`config.mk`:
```
export PLATFORM = sky130hd
export DESIGN_NAME = seg7_scan_driver_flat
export DESIGN_NICKNAME = d
export VERILOG_FILES = /design/src/rtl/seg7_scan_driver_if.sv /design/src/rtl/seg7_scan_driver.sv /design/src/flat_wrapper.sv
export SDC_FILE = /design/constraint.sdc
export NUM_CORES = 1
export LEC_CHECK = 0
export BUFFER_PORTS_ARGS = -buffer_cell sky130_fd_sc_hd__buf_4
export CORE_ASPECT_RATIO = 1.5
export CORE_MARGIN = 2
export CORE_UTILIZATION = 51
export CTS_CLUSTER_DIAMETER = 200
export DETAILED_ROUTE_END_ITERATION = 8
export PLACE_DENSITY = 0.74
export SYNTH_ARGS = -nofsm -noshare
export SYNTH_HDL_FRONTEND = slang
export SYNTH_SLANG_ARGS = --single-unit
```
`constraint.sdc`:
```
create_clock -name clk -period 1.9 [get_ports clk]
set_input_delay 0.095 -clock clk [delete_from_list [all_inputs] [get_ports clk]]
set_output_delay 0.095 -clock clk [all_outputs]
set_load 0.03 [all_outputs]
```
`src/rtl/seg7_scan_driver_if.sv`:
```
// seg7_if: bundles the digit/display signals of seg7_scan_driver.
//   master side (upstream converters / testbench): drives digit0..digit3,
//     blank_lz and dp_mask; observes an, seg, dp and frame_tick.
//   slave side (seg7_scan_driver): samples the inputs, drives the display.
// Handshake: there is none. digit0..3, blank_lz and dp_mask are level
// signals that the driver samples only at its once-per-frame snapshot;
// frame_tick is a one-cycle pulse marking that snapshot, with no ready or
// acknowledge in either direction.
interface seg7_if;
  logic [3:0] digit0;
  logic [3:0] digit1;
  logic [3:0] digit2;
  logic [3:0] digit3;
  logic       blank_lz;
  logic [3:0] dp_mask;
  logic [3:0] an;
  logic [6:0] seg;
  logic       dp;
  logic       frame_tick;

  modport master (
    output digit0, digit1, digit2, digit3, blank_lz, dp_mask,
    input  an, seg, dp, frame_tick
  );

  modport slave (
    input  digit0, digit1, digit2, digit3, blank_lz, dp_mask,
    output an, seg, dp, frame_tick
  );
endinterface

```
`src/rtl/seg7_scan_driver.sv`:
```
// seg7_scan_driver: time-multiplexes four BCD digits onto a 4-digit
// seven-segment display.
//   clk, rst : system clock, synchronous active-high reset
//   bus      : seg7_if.slave
//              in : digit0..digit3 (digit0 rightmost), blank_lz, dp_mask
//              out: an (bit i = digit i), seg {g,f,e,d,c,b,a}, dp,
//                   frame_tick (one-cycle pulse at each frame boundary)
// Each digit owns PRESCALE cycles; the first GUARD cycles of a slot keep all
// anodes off to avoid ghosting. All inputs are captured together once per
// frame so half-updated converter values never tear the display.
module seg7_scan_driver #(
  parameter int PRESCALE   = 50000,
  parameter int GUARD      = 16,
  parameter bit ACTIVE_LOW = 1'b1
) (
  input  logic  clk,
  input  logic  rst,
  seg7_if.slave bus
);

  localparam int PW = (PRESCALE > 1) ? $clog2(PRESCALE) : 1;
  localparam logic [PW-1:0] PCNT_TC    = PW'(PRESCALE - 1);
  localparam logic [PW-1:0] PCNT_GUARD = PW'(GUARD);

  // Inactive levels for the registered outputs.
  localparam logic [3:0] AN_OFF  = ACTIVE_LOW ? 4'hF : 4'h0;
  localparam logic [6:0] SEG_OFF = ACTIVE_LOW ? 7'h7F : 7'h00;
  localparam logic       DP_OFF  = ACTIVE_LOW;

  // Active-high decode; codes 10..15 show a dash.
  function automatic logic [6:0] decode(input logic [3:0] v);
    logic [6:0] s;
    case (v)
      4'd0:    s = 7'h3F;
      4'd1:    s = 7'h06;
      4'd2:    s = 7'h5B;
      4'd3:    s = 7'h4F;
      4'd4:    s = 7'h66;
      4'd5:    s = 7'h6D;
      4'd6:    s = 7'h7D;
      4'd7:    s = 7'h07;
      4'd8:    s = 7'h7F;
      4'd9:    s = 7'h6F;
      default: s = 7'h40;
    endcase
    return s;
  endfunction

  logic [PW-1:0] pcnt_q, pcnt_d;
  logic [1:0]    idx_q, idx_d;
  logic [15:0]   shadow_q, shadow_d;   // {digit3, digit2, digit1, digit0}
  logic [3:0]    shadow_dp_q, shadow_dp_d;
  logic          shadow_blz_q, shadow_blz_d;
  logic [3:0]    an_q, an_d;
  logic [6:0]    seg_q, seg_d;
  logic          dp_q, dp_d;
  logic          frame_tick_q, frame_tick_d;

  logic       tc;
  logic       snap;
  logic [3:0] cur_digit;
  logic [3:0] is_zero;
  logic [3:0] lead_zero;
  logic       blank;
  logic [6:0] seg_raw;
  logic [3:0] an_raw;

  always_comb begin
    tc   = (pcnt_q == PCNT_TC);
    snap = tc && (idx_q == 2'd3);

    pcnt_d = tc ? '0 : pcnt_q + PW'(1);
    idx_d  = tc ? idx_q + 2'd1 : idx_q;

    // blank_lz is captured with the digits so blanking only ever changes
    // on a frame boundary.
    shadow_d     = shadow_q;
    shadow_dp_d  = shadow_dp_q;
    shadow_blz_d = shadow_blz_q;
    if (snap) begin
      shadow_d     = {bus.digit3, bus.digit2, bus.digit1, bus.digit0};
      shadow_dp_d  = bus.dp_mask;
      shadow_blz_d = bus.blank_lz;
    end
    frame_tick_d = snap;

    // A digit is a leading zero when it and every digit to its left are 0.
    // Digit 0 is never blanked; dash codes are nonzero.
    for (int i = 0; i < 4; i++) begin
      is_zero[i] = (shadow_q[i*4 +: 4] == 4'd0);
    end
    lead_zero[3] = is_zero[3];
    lead_zero[2] = is_zero[3] & is_zero[2];
    lead_zero[1] = is_zero[3] & is_zero[2] & is_zero[1];
    lead_zero[0] = 1'b0;

    cur_digit = shadow_q[idx_q*4 +: 4];
    blank     = shadow_blz_q & lead_zero[idx_q];
    seg_raw   = blank ? 7'h00 : decode(cur_digit);
    an_raw    = (pcnt_q >= PCNT_GUARD) ? (4'b0001 << idx_q) : 4'b0000;

    an_d  = an_raw ^ {4{ACTIVE_LOW}};
    seg_d = seg_raw ^ {7{ACTIVE_LOW}};
    dp_d  = shadow_dp_q[idx_q] ^ ACTIVE_LOW;
  end

  always_ff @(posedge clk) begin
    if (rst) begin
      pcnt_q       <= '0;
      idx_q        <= 2'd0;
      shadow_q     <= '0;
      shadow_dp_q  <= '0;
      shadow_blz_q <= 1'b0;
      an_q         <= AN_OFF;
      seg_q        <= SEG_OFF;
      dp_q         <= DP_OFF;
      frame_tick_q <= 1'b0;
    end else begin
      pcnt_q       <= pcnt_d;
      idx_q        <= idx_d;
      shadow_q     <= shadow_d;
      shadow_dp_q  <= shadow_dp_d;
      shadow_blz_q <= shadow_blz_d;
      an_q         <= an_d;
      seg_q        <= seg_d;
      dp_q         <= dp_d;
      frame_tick_q <= frame_tick_d;
    end
  end

  assign bus.an         = an_q;
  assign bus.seg        = seg_q;
  assign bus.dp         = dp_q;
  assign bus.frame_tick = frame_tick_q;

endmodule
```
`src/flat_wrapper.sv`:
```
// flat-port wrapper written by rule: the top's interface ports become plain ports
module seg7_scan_driver_flat 
#(
  parameter int PRESCALE   = 50000,
  parameter int GUARD      = 16,
  parameter bit ACTIVE_LOW = 1'b1
)
  (clk, rst, bus_digit0, bus_digit1, bus_digit2, bus_digit3, bus_blank_lz, bus_dp_mask, bus_an, bus_seg, bus_dp, bus_frame_tick);
  seg7_if bus_i ();
  input  logic clk;
  input  logic rst;
  input wire logic [$bits(bus_i.digit0)-1:0] bus_digit0;
  input wire logic [$bits(bus_i.digit1)-1:0] bus_digit1;
  input wire logic [$bits(bus_i.digit2)-1:0] bus_digit2;
  input wire logic [$bits(bus_i.digit3)-1:0] bus_digit3;
  input wire logic [$bits(bus_i.blank_lz)-1:0] bus_blank_lz;
  input wire logic [$bits(bus_i.dp_mask)-1:0] bus_dp_mask;
  output wire logic [$bits(bus_i.an)-1:0] bus_an;
  output wire logic [$bits(bus_i.seg)-1:0] bus_seg;
  output wire logic [$bits(bus_i.dp)-1:0] bus_dp;
  output wire logic [$bits(bus_i.frame_tick)-1:0] bus_frame_tick;
  assign bus_i.digit0 = bus_digit0;
  assign bus_i.digit1 = bus_digit1;
  assign bus_i.digit2 = bus_digit2;
  assign bus_i.digit3 = bus_digit3;
  assign bus_i.blank_lz = bus_blank_lz;
  assign bus_i.dp_mask = bus_dp_mask;
  assign bus_an = bus_i.an;
  assign bus_seg = bus_i.seg;
  assign bus_dp = bus_i.dp;
  assign bus_frame_tick = bus_i.frame_tick;
  seg7_scan_driver #(.PRESCALE(PRESCALE), .GUARD(GUARD), .ACTIVE_LOW(ACTIVE_LOW)) u_core (.clk(clk), .rst(rst), .bus(bus_i));
endmodule
```
Yosys cells after proc, flatten, opt, wreduce, memory -nomap -nowiden
Memory sizes are Yosys's and may differ from the RTL's.
Cells that the tools add are included.
Widths: inputs -> output; s select.

word-level totals
  memories = 1
  bits in writable memories = 0
  logic and storage cells = 35
  bits of input ports = 23
  output and inout port bits = 13
  bits in latches = 0
  bits in read-only memories = 112
  bits in registers = 52

memories
  memory            depth  bits a word  read ports  clocked after memory_dff  write ports  line                    source
  (name not given)  16     7            1           0                         0            seg7_scan_driver.sv:33  case (v)

cells by class
  equal/unequal tests = 2
  magnitude comparators = 2
  $mul = 0
  multiplexer cells = 6
  bitwise gates (word level) = 6
  div/mod/pow operators = 0
  shift operators = 2
  add/sub/neg operators = 2
  reduce and logical (&&, ||, !) cells = 5

operators with widths
  cell                   number
  $add 16x1->16 const B  1
  $eq 16x16->1 const B   1
  $ge 16x5->1 const B    1
  $shiftx 16x5->4        1
  $logic_not 4->1        3
  $mux 7                 1
  $not 7->7              1
  $bmux 1 s2             2
  $mux 4                 1
  $not 4->4              1
  $shl 1x2->4 const A    1
  $and 1x1->1            3
  $lt 2x3->1 const B     1
  $add 2x1->2 const B    1
  $eq 2x2->1 const B     1
  $mux 1                 2
  $reduce_or 2->1        1
  $logic_and 1x1->1      1
  $not 1->1              1

Longest topological paths before layout
Gate-level depths: netlist of the first run.

  word-level depth = 8
  depth in mapped cells = 8
  depth with buffers taken out = 7

Worst setup path after synthesis of the first run
No wires, ideal clock.

  path type = reg2reg
  start point = register u_core.pcnt_q[11]
  end point = register u_core.shadow_blz_q
  library setup time = 132 ps
  buffers on the path = 2
  slack = -146 ps
  arrival = 1913 ps
  required time = 1768 ps
  clock period less this slack = 2046 ps
  stages on the path, launching flop included = 7
  cell sequence = dfxtp_1 or4_1 or4_1 buf_6 buf_6 o31ai_2 a21oi_1

between the ends
  word-level cells in the longest chain between the ends = 2

ends and longest elaborated chain
  item                    line                     source
  from (decl)             seg7_scan_driver.sv:49   logic [PW-1:0] pcnt_q, pcnt_d;
  from (signal assigned)  seg7_scan_driver.sv:119  pcnt_q <= pcnt_d;
  $eq 16x16->1            seg7_scan_driver.sv:69   tc = (pcnt_q == PCNT_TC);
  $logic_and 1x1->1       seg7_scan_driver.sv:70   snap = tc && (idx_q == 2'd3);
  to (signal assigned)    seg7_scan_driver.sv:123  shadow_blz_q <= shadow_blz_d;
  to (decl)               seg7_scan_driver.sv:53   logic shadow_blz_q, shadow_blz_d;

Every way passes these cells.
A chain may end at the register's enable or synchronous reset.

Worst setup path after layout of the first run
  start point = register u_core.pcnt_q[5]
  end point = register u_core.shadow_q[12]

between the ends
  word-level cells in the longest chain between the ends = 2

ends and longest elaborated chain
  item                  line                     source
  $eq 16x16->1          seg7_scan_driver.sv:69
  $logic_and 1x1->1     seg7_scan_driver.sv:70
  to (signal assigned)  seg7_scan_driver.sv:121  shadow_q <= shadow_d;
  to (decl)             seg7_scan_driver.sv:51   logic [15:0] shadow_q, shadow_d;

Every way passes these cells.

==> results.py, run 1 <==
metrics = {
    "power": {
        "combPwrFrac_pct": 5.2,
        "p_seq_share_pct": 54.5,
        "cellLeakagePower_nw": 1.17,
        "fin_total_pwr_mw": 2.03,
        "p_int_mw": 1.62,
        "max-vdd-ir-drop_mv": 0.472,
        "clkPwrFrac_pct": 40.4,
        "switchingPower_uw": 409,
        "power_density_mw_per_mm2": 621,
        "switching_share_pct": 20.2,
    },
    "clock_network": {
        "postCtsHoldBufs": 0,
        "cts.sinks": 52,
        "postCtsSetupBuffers": 0,
        "root_buffer": "clkbuf_8",
        "clk_pin_slew_ns": 0.09,
        "clock_path_buffers": 2,
        "cts_tree": "done",
        "clk_latency_ns": 0.31,
        "htreeDepth": 2,
        "numCtsBuffers": 5,
    },
    "floorplan": {
        "die_w_um": 62.3,
        "dieArea_mm2": 0.00570,
        "coreArea_mm2": 0.00489,
        "placementRows": 31,
        "start_util_pct": 53.2,
        "die_h_um": 91.5,
        "pin_count": 36,
    },
    "synthesis": {
        "synth_top_area_share_pct": 40.0,
        "synth_seq_area_share_pct": 40.0,
        "netlist_instances": 272,
        "yosysWarningCount": 0,
        "syn_area_per_cell_um2": 9.56,
        "synth_nets": 306,
        "ys_ff_latch": 52,
        "syn_area_mm2": 0.00260,
        "synth_top_area_cell": "dfxtp_1",
        "synth_area_leaders": "dfxtp_1 40%, o31ai_2 7.2%, nand4_1 6.5%",
        "ys_types": 39,
    },
    "detailed_routing": {
        "post_drt_wl_per_cell_um": 14.8,
        "vias_per_cell": 5.71,
        "dr.pass1.iters": 4,
        "vias": 2214,
        "routed_wirelength_um": 5750,
        "drcViolationCount": 0,
        "ant_nets": 0,
        "drtIter0Drc": 98,
    },
    "timing": {
        "period_share_pct": 101,
        "slew_viol_final": 0,
        "finClkSkew_ns": 0.00706,
        "timing.setup.tns_ns": -0.155,
        "grt_setup_unrepaired": "true",
        "tightest_slew_ns": 0.464,
        "fmax_ghz": 0.519,
        "final.min_clock_period_ns": 1.93,
        "slew-limit-headroom_pct": 69.0,
        "setup_violations": 11,
        "setup_slack_ns": -0.0278,
        "finalHoldViolations": 0,
    },
    "global_routing": {
        "grt_pass1_vias": 2138,
        "grt_usage_pct": 20.9,
        "grt_overflow": 0,
        "grt_pass1_wl_um": 9430,
        "grt_max_degree": 28,
        "grt_antenna_before_repair": 0,
    },
    "cells_and_area": {
        "diodes": 0,
        "drive_gt1_share_pct": 35.1,
        "area_growth_pct": 25.5,
        "num-nets-final": 355,
    },
    "setup_path": {
        "crit-reg2reg-launch": "u_core.pcnt_q[5]",
        "required_ns": 2.08,
        "r2r_cells": 5,
        "endpoint": "u_core.shadow_q[12]",
        "cp-end-kind": "register",
        "crit_path_max_fanout": 16,
        "crit_path_start": "u_core.pcnt_q[5]",
        "reg2reg_slack_ns": -0.03,
        "arrival_ns": 2.11,
        "crit_type": "reg2reg",
        "worstReg2RegEnd": "u_core.shadow_q[12]",
        "crit_path_start_kind": "register",
    },
    "place": {
        "port_buffers": 35,
        "place_hpwl_um": 4170,
        "gp_congestion": 0.854,
    },
    "status": {
        "status": "complete, but fails checks",
        "violations": "setup timing",
    },
    "hold_path": {
        "worstHoldPathType": "in2reg",
    },
    "flow_run": {
        "drv_cap": 0,
    },
}
==> synthesized netlist by cell type <==
| cell | number |
|---|---|
| a21o_1 | 1 |
| a21oi_1 | 27 |
| a31oi_1 | 1 |
| and2_1 | 1 |
| and3_1 | 3 |
| and4_1 | 1 |
| buf_1 | 1 |
| buf_12 | 1 |
| buf_2 | 2 |
| buf_6 | 5 |
| clkbuf_1 | 13 |
| clkinv_1 | 2 |
| dfxtp_1 | 52 |
| ha_1 | 11 |
| inv_1 | 11 |
| mux2_2 | 1 |
| mux2i_1 | 2 |
| mux4_2 | 5 |
| nand2_1 | 9 |
| nand2b_1 | 1 |
| nand3_1 | 15 |
| nand4_1 | 27 |
| nor2_1 | 16 |
| nor2b_1 | 1 |
| nor3_1 | 4 |
| nor3b_1 | 1 |
| nor4_1 | 5 |
| o211ai_1 | 2 |
| o21ai_0 | 5 |
| o21ai_4 | 1 |
| o22ai_1 | 3 |
| o31ai_1 | 5 |
| o31ai_2 | 15 |
| o31ai_4 | 2 |
| or2_2 | 3 |
| or3_1 | 3 |
| or4_1 | 3 |
| xnor2_1 | 5 |
| xor2_1 | 6 |
==> what timing repair did <==
| action | 4_1_cts | 5_1_grt |
|---|---|---|
| pin swaps | 0 | 0 |
| endpoints found under the hold margin | 0 | 0 |
| setup endpoints to repair | 23 | 23 |
| resized for setup | 10 | 8 |
| cloned | 0 | 0 |
==> power by group through the flow <==
stage,registers [mW],logic (mW),clock network (mW)
after floorplan,1.15,0.0299,0
after global placement,1.13,0.105,0
after detailed placement,1.13,0.107,0
after CTS,1.11,0.107,0.841
after global routing,1.11,0.113,0.883
final,1.10,0.105,0.818
==> layout by cell type (no fill, tap or decap), types with 6 or more instances in the layout <==
master | Yosys | layout
a21oi_1 | 27 | 26
buf_4 | 0 | 61
clkbuf_8 | 0 | 7
dfxtp_1 | 52 | 49
ha_1 | 11 | 10
inv_1 | 11 | 9
nand2_1 | 9 | 9
nand3_1 | 15 | 15
nand4_1 | 27 | 27
nor2_1 | 16 | 16
o31ai_2 | 15 | 16
xor2_1 | 6 | 6
==> per-layer routing <==
| metal | GRT usage (%) | up-vias | wire length, µm |
|---|---|---|---|
| met5 | 0 | - | 0 |
| met4 | 7.96 | 0 | 98 |
| met3 | 5.08 | 9 | 208 |
| met2 | 40.9 | 40 | 3310 |
| met1 | 20.8 | 1065 | 2130 |
| li1 | - | 1100 | - |
==> critical path, cell delays in order (launching register included) <==
cell and delay [ns]:
dfxtp_2 0.33, or4_4 0.53, or4_4 0.49, buf_12 0.19, o31ai_4 0.18, a21oi_1 0.09
==> how the worst min path moves through the flow <==
stage,start,to,slack [ns],depth (start not counted)
after floorplan,bus_dp_mask[0],u_core.shadow_dp_q[0],0.24,2
after global placement,bus_digit0[0],u_core.shadow_q[0],0.37,3
after detailed placement,bus_digit1[1],u_core.shadow_q[5],0.38,3
after CTS,bus_digit0[1],u_core.shadow_q[1],0.04,3
after global routing,bus_digit1[1],u_core.shadow_q[5],0.04,3
final,bus_digit0[0],u_core.shadow_q[0],0.05,3
==> state kept, by name, indices dropped and copies added (netlist names) <==
name and flops:
u_core.bus.an 4, u_core.bus.frame_tick 1, u_core.shadow_q 16, u_core.pcnt_q 16, u_core.shadow_dp_q 4, u_core.shadow_blz_q 1, u_core.bus.seg 7, u_core.idx_q 2
u_core.bus.dp 1
==> stage by stage <==
step                      setup WS (ns)  std cells  hold WS, ns  utilization [%]  instance area (µm²)
after floorplan                 -0.0148        272        0.245                -                 2620
after global placement          -0.0746        380        0.373             62.3                 3050
after detailed placement         -0.132        380        0.377             62.3                 3050
after CTS                       -0.0155        388       0.0440             65.9                 3220
after global routing            -0.0976        388       0.0424             66.8                 3270
final                           -0.0278        388       0.0494             66.8                 3270
==> cell type report <==
type	count	area [µm²]
fill	429	1620
timing repair buffer	64	513
clock inverter	1	30.0
tap	66	82.6
inverter	13	48.8
clock buffer	7	96.3
sequential	52	1050
multi-input combinational	185	1450
==> cell families after synthesis <==
family,Yosys count,share of synthesized area (%)
compound gates,62,18.9
simple gates,93,19.3
xor+xnor,11,3.70
flops,52,40.0
fa+ha+maj,11,5.29
buf+inv,35,7.22
mux,8,5.53
No activity file was read; power rests on OpenSTA's default activity.
==> inputs of run 2 (changes only) <==
Clock period 1.9 ns to 1.7 ns, I/O delays scaled along.
==> run 2 against run 1 <==
Compared with the run above: the flow still finishes with violations (setup timing); global-route usage increased by 1.7 points; cell count rose by 4.9%; first-iteration DRC count is 4.1% higher; clock power fell by 19%; sequential cell count unchanged; die area unchanged; via count is 8.3% higher; largest power group unchanged; sequential share of layout area decreased by 2.4 points; sequential power is 12% higher.
==> results.py, run 2 (synthesized netlist as in run 1, its figures left out) <==
metrics = {
    "hold_path": {
        "worstHoldPathType": "in2reg",
    },
    "floorplan": {
        "start_util_pct": 53.2,
        "coreArea_mm2": 0.00489,
        "pin_count": 36,
        "die_h_um": 91.5,
        "dieArea_mm2": 0.00570,
        "die_w_um": 62.3,
        "placementRows": 31,
    },
    "detailed_routing": {
        "dr.pass1.iters": 4,
        "vias_per_cell": 5.89,
        "post_drt_wl_per_cell_um": 16.9,
        "drtIter0Drc": 102,
        "drcViolationCount": 0,
        "routed_wirelength_um": 6890,
        "vias": 2397,
        "ant_nets": 0,
    },
    "clock_network": {
        "root_buffer": "clkbuf_8",
        "cts_tree": "done",
        "clk_pin_slew_ns": 0.09,
        "cts.sinks": 52,
        "numCtsBuffers": 5,
        "clock_path_buffers": 2,
        "htreeDepth": 2,
        "postCtsHoldBufs": 0,
        "clk_latency_ns": 0.30,
    },
    "timing": {
        "grt_setup_unrepaired": "true",
        "setup_slack_ns": -0.272,
        "finClkSkew_ns": 0.00769,
        "period_share_pct": 116,
        "timing.setup.tns_ns": -8.72,
        "slew_viol_final": 0,
        "hold_slack_ns": 0.0114,
        "setup_violations": 44,
        "final.min_clock_period_ns": 1.97,
        "tightest_slew_ns": 0.457,
        "slew-limit-headroom_pct": 69.4,
        "finalHoldViolations": 0,
        "fmax_ghz": 0.507,
    },
    "setup_path": {
        "crit_type": "reg2reg",
        "required_ns": 1.89,
        "arrival_ns": 2.16,
        "crit_path_max_fanout": 12,
        "cp-end-kind": "register",
        "crit_path_start_kind": "register",
    },
    "status": {
        "violations": "setup timing",
        "status": "complete, but fails checks",
    },
    "global_routing": {
        "grt_overflow": 0,
        "grt_pass1_wl_um": 10100,
        "grt_usage_pct": 22.6,
        "grt_pass1_vias": 2237,
        "grt_max_degree": 27,
        "grt_antenna_before_repair": 0,
    },
    "power": {
        "max-vdd-ir-drop_mv": 0.482,
        "cellLeakagePower_nw": 1.29,
        "power_density_mw_per_mm2": 578,
    },
    "flow_run": {
        "drv_cap": 0,
    },
    "cells_and_area": {
        "area_growth_pct": 35.5,
        "diodes": 0,
        "finish.utilization_pct": 72.1,
        "fin_area_mm2": 0.00352,
        "drive_gt1_share_pct": 45.2,
        "layout_common_cells": "74 x buf_4, 49 x dfxtp_1, 27 x nand4_1",
        "num-nets-final": 375,
        "final_common_cell": "buf_4",
    },
    "place": {
        "place_hpwl_um": 4450,
        "gp_congestion": 0.795,
        "place_ws_ns": -0.317,
        "port_buffers": 35,
        "place_area_mm2": 0.00320,
    },
}
==> run 2: changes by cell type in the layout (fill, tap and decap cells not counted), sizes merged <==
cell / before / now
buf: 64 / 82
clkbuf: 7 / 8
clkinv: 2 / 3
bufinv: 1 / 0
==> run 2: worst paths after layout <==
check        slack, ns             startpoint                     to  cells after the start
max reg2reg      -0.27       u_core.pcnt_q[5]     u_core.shadow_q[0]                      5
min               0.01                    rst     u_core.shadow_q[5]                      2
max              -0.27       u_core.pcnt_q[5]     u_core.shadow_q[0]                      5
min reg2reg       0.47  u_core.shadow_dp_q[2]  u_core.shadow_dp_q[2]                      2
==> run 2: metal layers <==
layer | vias to the layer above | GRT usage (%) | part of all wire (%)
li1 | 1144 | - | -
met1 | 1163 | 23.2 | 37
met4 | 0 | 8.15 | 2.8
met3 | 19 | 4.34 | 3.4
met2 | 71 | 44.6 | 57
met5 | - | 0 | 0
==> run 2: worst max-delay path, cell delays in order, from the launching register on <==
cell and delay [ns]:
dfxtp_2 0.33, or4_4 0.53, or4_4 0.49, clkbuf_16 0.21, o31ai_2 0.20, a21oi_1 0.10
==> run 2: layout make-up <==
class / instances / area [µm²]
sequential: 52 / 1050
timing repair buffer: 84 / 722
tap: 66 / 82.6
clock buffer: 6 / 72.6
fill: 364 / 1360
inverter: 13 / 48.8
clock inverter: 1 / 5.00
multi-input combinational: 185 / 1550
==> run 2: metrics by stage <==
| stage | power (mW) | instances |
|---|---|---|
| after floorplan | 1.32 | 272 |
| after global placement | 1.39 | 395 |
| after detailed placement | 1.39 | 395 |
| after CTS | 2.05 | 403 |
| after global routing | 2.11 | 407 |
| final | 2.04 | 407 |
==> run 2: power by group <==
part | internal, mW | total (mW) | switching (mW)
registers | 1.23 | 1.23 | 0.00537
logic | 0.0733 | 0.140 | 0.0668
clock network | 0.281 | 0.664 | 0.383
total | 1.58 | 2.04 | 0.455
==> run 2: what timing repair did <==
item	CTS	global route
setup endpoints to repair	44	50
pin swaps	1	7
gates cloned	1	1
resized for setup	12	33
setup buffers	0	3
==> inputs of run 3 (changes only) <==
Settings changed: CELL_PAD_IN_SITES_DETAIL_PLACEMENT set to 1, CELL_PAD_IN_SITES_GLOBAL_PLACEMENT set to 1, CORE_UTILIZATION 51 to 39, HOLD_SLACK_MARGIN set to 0.06, MAX_ROUTING_LAYER set to met4, PLACE_DENSITY 0.74 to 0.73.
==> run 3 against run 2 <==
Compared with the run above: the flow still finishes with violations (setup timing); highest routed layer unchanged; critical path type unchanged; wire length up 14%; first-iteration DRC count down 5.9%; largest power group unchanged; register-to-register slack about the same; core utilization down 15 points.
==> results.py, run 3 (synthesized netlist as in run 1, its figures left out) <==
metrics = {
    "status": {
        "status": "complete, but fails checks",
        "violations": "setup timing",
    },
    "clock_network": {
        "numCtsBuffers": 5,
        "cts.sinks": 52,
        "clock_path_buffers": 2,
        "clk_latency_ns": 0.32,
        "htreeDepth": 2,
        "cts_tree": "done",
        "clk_pin_slew_ns": 0.10,
        "root_buffer": "clkbuf_8",
    },
    "floorplan": {
        "dieArea_mm2": 0.00735,
        "pin_count": 36,
        "die_w_um": 70.7,
        "start_util_pct": 40.1,
        "placementRows": 36,
        "coreArea_mm2": 0.00649,
        "die_h_um": 104,
    },
    "cells_and_area": {
        "area_growth_pct": 41.8,
        "fin_cells": 435,
        "num-nets-final": 392,
        "finish.utilization_pct": 56.9,
        "fin_area_mm2": 0.00369,
        "layout_common_cells": "75 x buf_4, 49 x dfxtp_1, 27 x nand4_1",
        "fillCellCount": 736,
        "drive_gt1_share_pct": 40.9,
        "diodes": 0,
        "final_common_cell": "buf_4",
    },
    "setup_path": {
        "arrival_ns": 2.18,
        "crit-reg2reg-launch": "u_core.pcnt_q[5]",
        "crit_type": "reg2reg",
        "crit_path_start": "u_core.pcnt_q[5]",
        "endpoint": "u_core.pcnt_q[15]",
        "required_ns": 1.90,
        "reg2reg_slack_ns": -0.28,
        "worstReg2RegEnd": "u_core.pcnt_q[15]",
        "cp-end-kind": "register",
        "crit_path_max_fanout": 25,
        "crit_path_start_kind": "register",
        "r2r_cells": 6,
    },
    "timing": {
        "period_share_pct": 116,
        "tightest_slew_ns": 0.444,
        "slew-limit-headroom_pct": 70.3,
        "finClkSkew_ns": 0.0130,
        "finalHoldViolations": 0,
        "slew_viol_final": 0,
        "grt_setup_unrepaired": "true",
        "setup_slack_ns": -0.278,
        "timing.setup.tns_ns": -8.97,
        "final.min_clock_period_ns": 1.98,
        "fmax_ghz": 0.506,
        "setup_violations": 45,
    },
    "power": {
        "switchingPower_uw": 525,
        "p_seq_share_pct": 57.5,
        "combPwrFrac_pct": 7.6,
        "power_density_mw_per_mm2": 582,
        "switching_share_pct": 24.5,
        "max-vdd-ir-drop_mv": 0.371,
        "p_int_mw": 1.62,
        "clkPwrFrac_pct": 34.9,
        "cellLeakagePower_nw": 1.36,
    },
    "detailed_routing": {
        "drcViolationCount": 0,
        "routed_wirelength_um": 7850,
        "dr.pass1.iters": 6,
        "post_drt_wl_per_cell_um": 18.0,
        "ant_nets": 0,
        "vias_per_cell": 5.63,
        "drtIter0Drc": 96,
        "vias": 2448,
    },
    "place": {
        "place_area_mm2": 0.00320,
        "dp_cells": 405,
        "port_buffers": 35,
        "place_ws_ns": -0.301,
        "gp_congestion": 0.867,
        "place_hpwl_um": 5200,
    },
    "flow_run": {
        "drv_cap": 0,
    },
    "hold_path": {
        "holdPathStages": 3,
        "worstHoldPathType": "in2reg",
    },
    "global_routing": {
        "grt_usage_pct": 21.7,
        "grt_pass1_wl_um": 12500,
        "grt_antenna_before_repair": 0,
        "grt_pass1_vias": 2623,
        "grt_overflow": 0,
        "grt_max_degree": 28,
    },
}
## run 3: layer usage
metal	up-vias	track usage (%)	part of all wire [%]
met5	-	-	0
met4	0	8.36	2.7
met3	20	2.81	2.1
met2	41	40.9	59
met1	1214	22.2	36
li1	1173	-	-
## run 3: timing repair
item | CTS | global route
pin swaps | 5 | 12
setup endpoints to repair | 45 | 50
endpoints found under the hold margin | 16 | 1
resized for setup | 16 | 23
hold buffers | 16 | 1
setup buffers | 1 | 4
## run 3: critical path: stages, from the launching register on
cell and delay (ns):
dfxtp_2 0.34, or4_4 0.53, or4_4 0.44, buf_12 0.19
o21ai_4 0.16, buf_12 0.16, a21oi_1 0.04
## run 3: worst min path at each step
stage	start	slack [ns]	to
4_1_cts	bus_dp_mask[2]	0.06	u_core.shadow_dp_q[2]
6_report	bus_digit2[0]	0.06	u_core.shadow_q[8]
2_1_floorplan	bus_dp_mask[0]	0.23	u_core.shadow_dp_q[0]
5_1_grt	bus_digit2[0]	0.06	u_core.shadow_q[8]
3_5_place_dp	bus_digit1[0]	0.37	u_core.shadow_q[4]
3_3_place_gp	bus_dp_mask[0]	0.35	u_core.shadow_dp_q[0]
## run 3: cell type report
cell class	count	area, µm²	share of cell area, %
sequential	52	1050	28.4
timing repair buffer	101	861	23.3
clock buffer	5	68.8	1.87
inverter	13	56.3	1.53
tap	76	95.1	2.58
clock inverter	3	26.3	0.712
multi-input combinational	185	1540	41.6
## run 3: metrics by stage
| stage | hold WS (ns) | power (mW) |
|---|---|---|
| after floorplan | 0.235 | 1.32 |
| after global placement | 0.354 | 1.39 |
| after detailed placement | 0.370 | 1.39 |
| after CTS | 0.0616 | 2.16 |
| after global routing | 0.0625 | 2.23 |
| final | 0.0598 | 2.15 |
## run 3: power by group through the flow
stage / sequential [mW] / clock (mW) / combinational (mW)
global placement: 1.26 / 0 / 0.124
detailed placement: 1.26 / 0 / 0.128
global route: 1.24 / 0.815 / 0.175
floorplan: 1.28 / 0 / 0.0339
CTS: 1.24 / 0.770 / 0.158
finish: 1.24 / 0.750 / 0.162
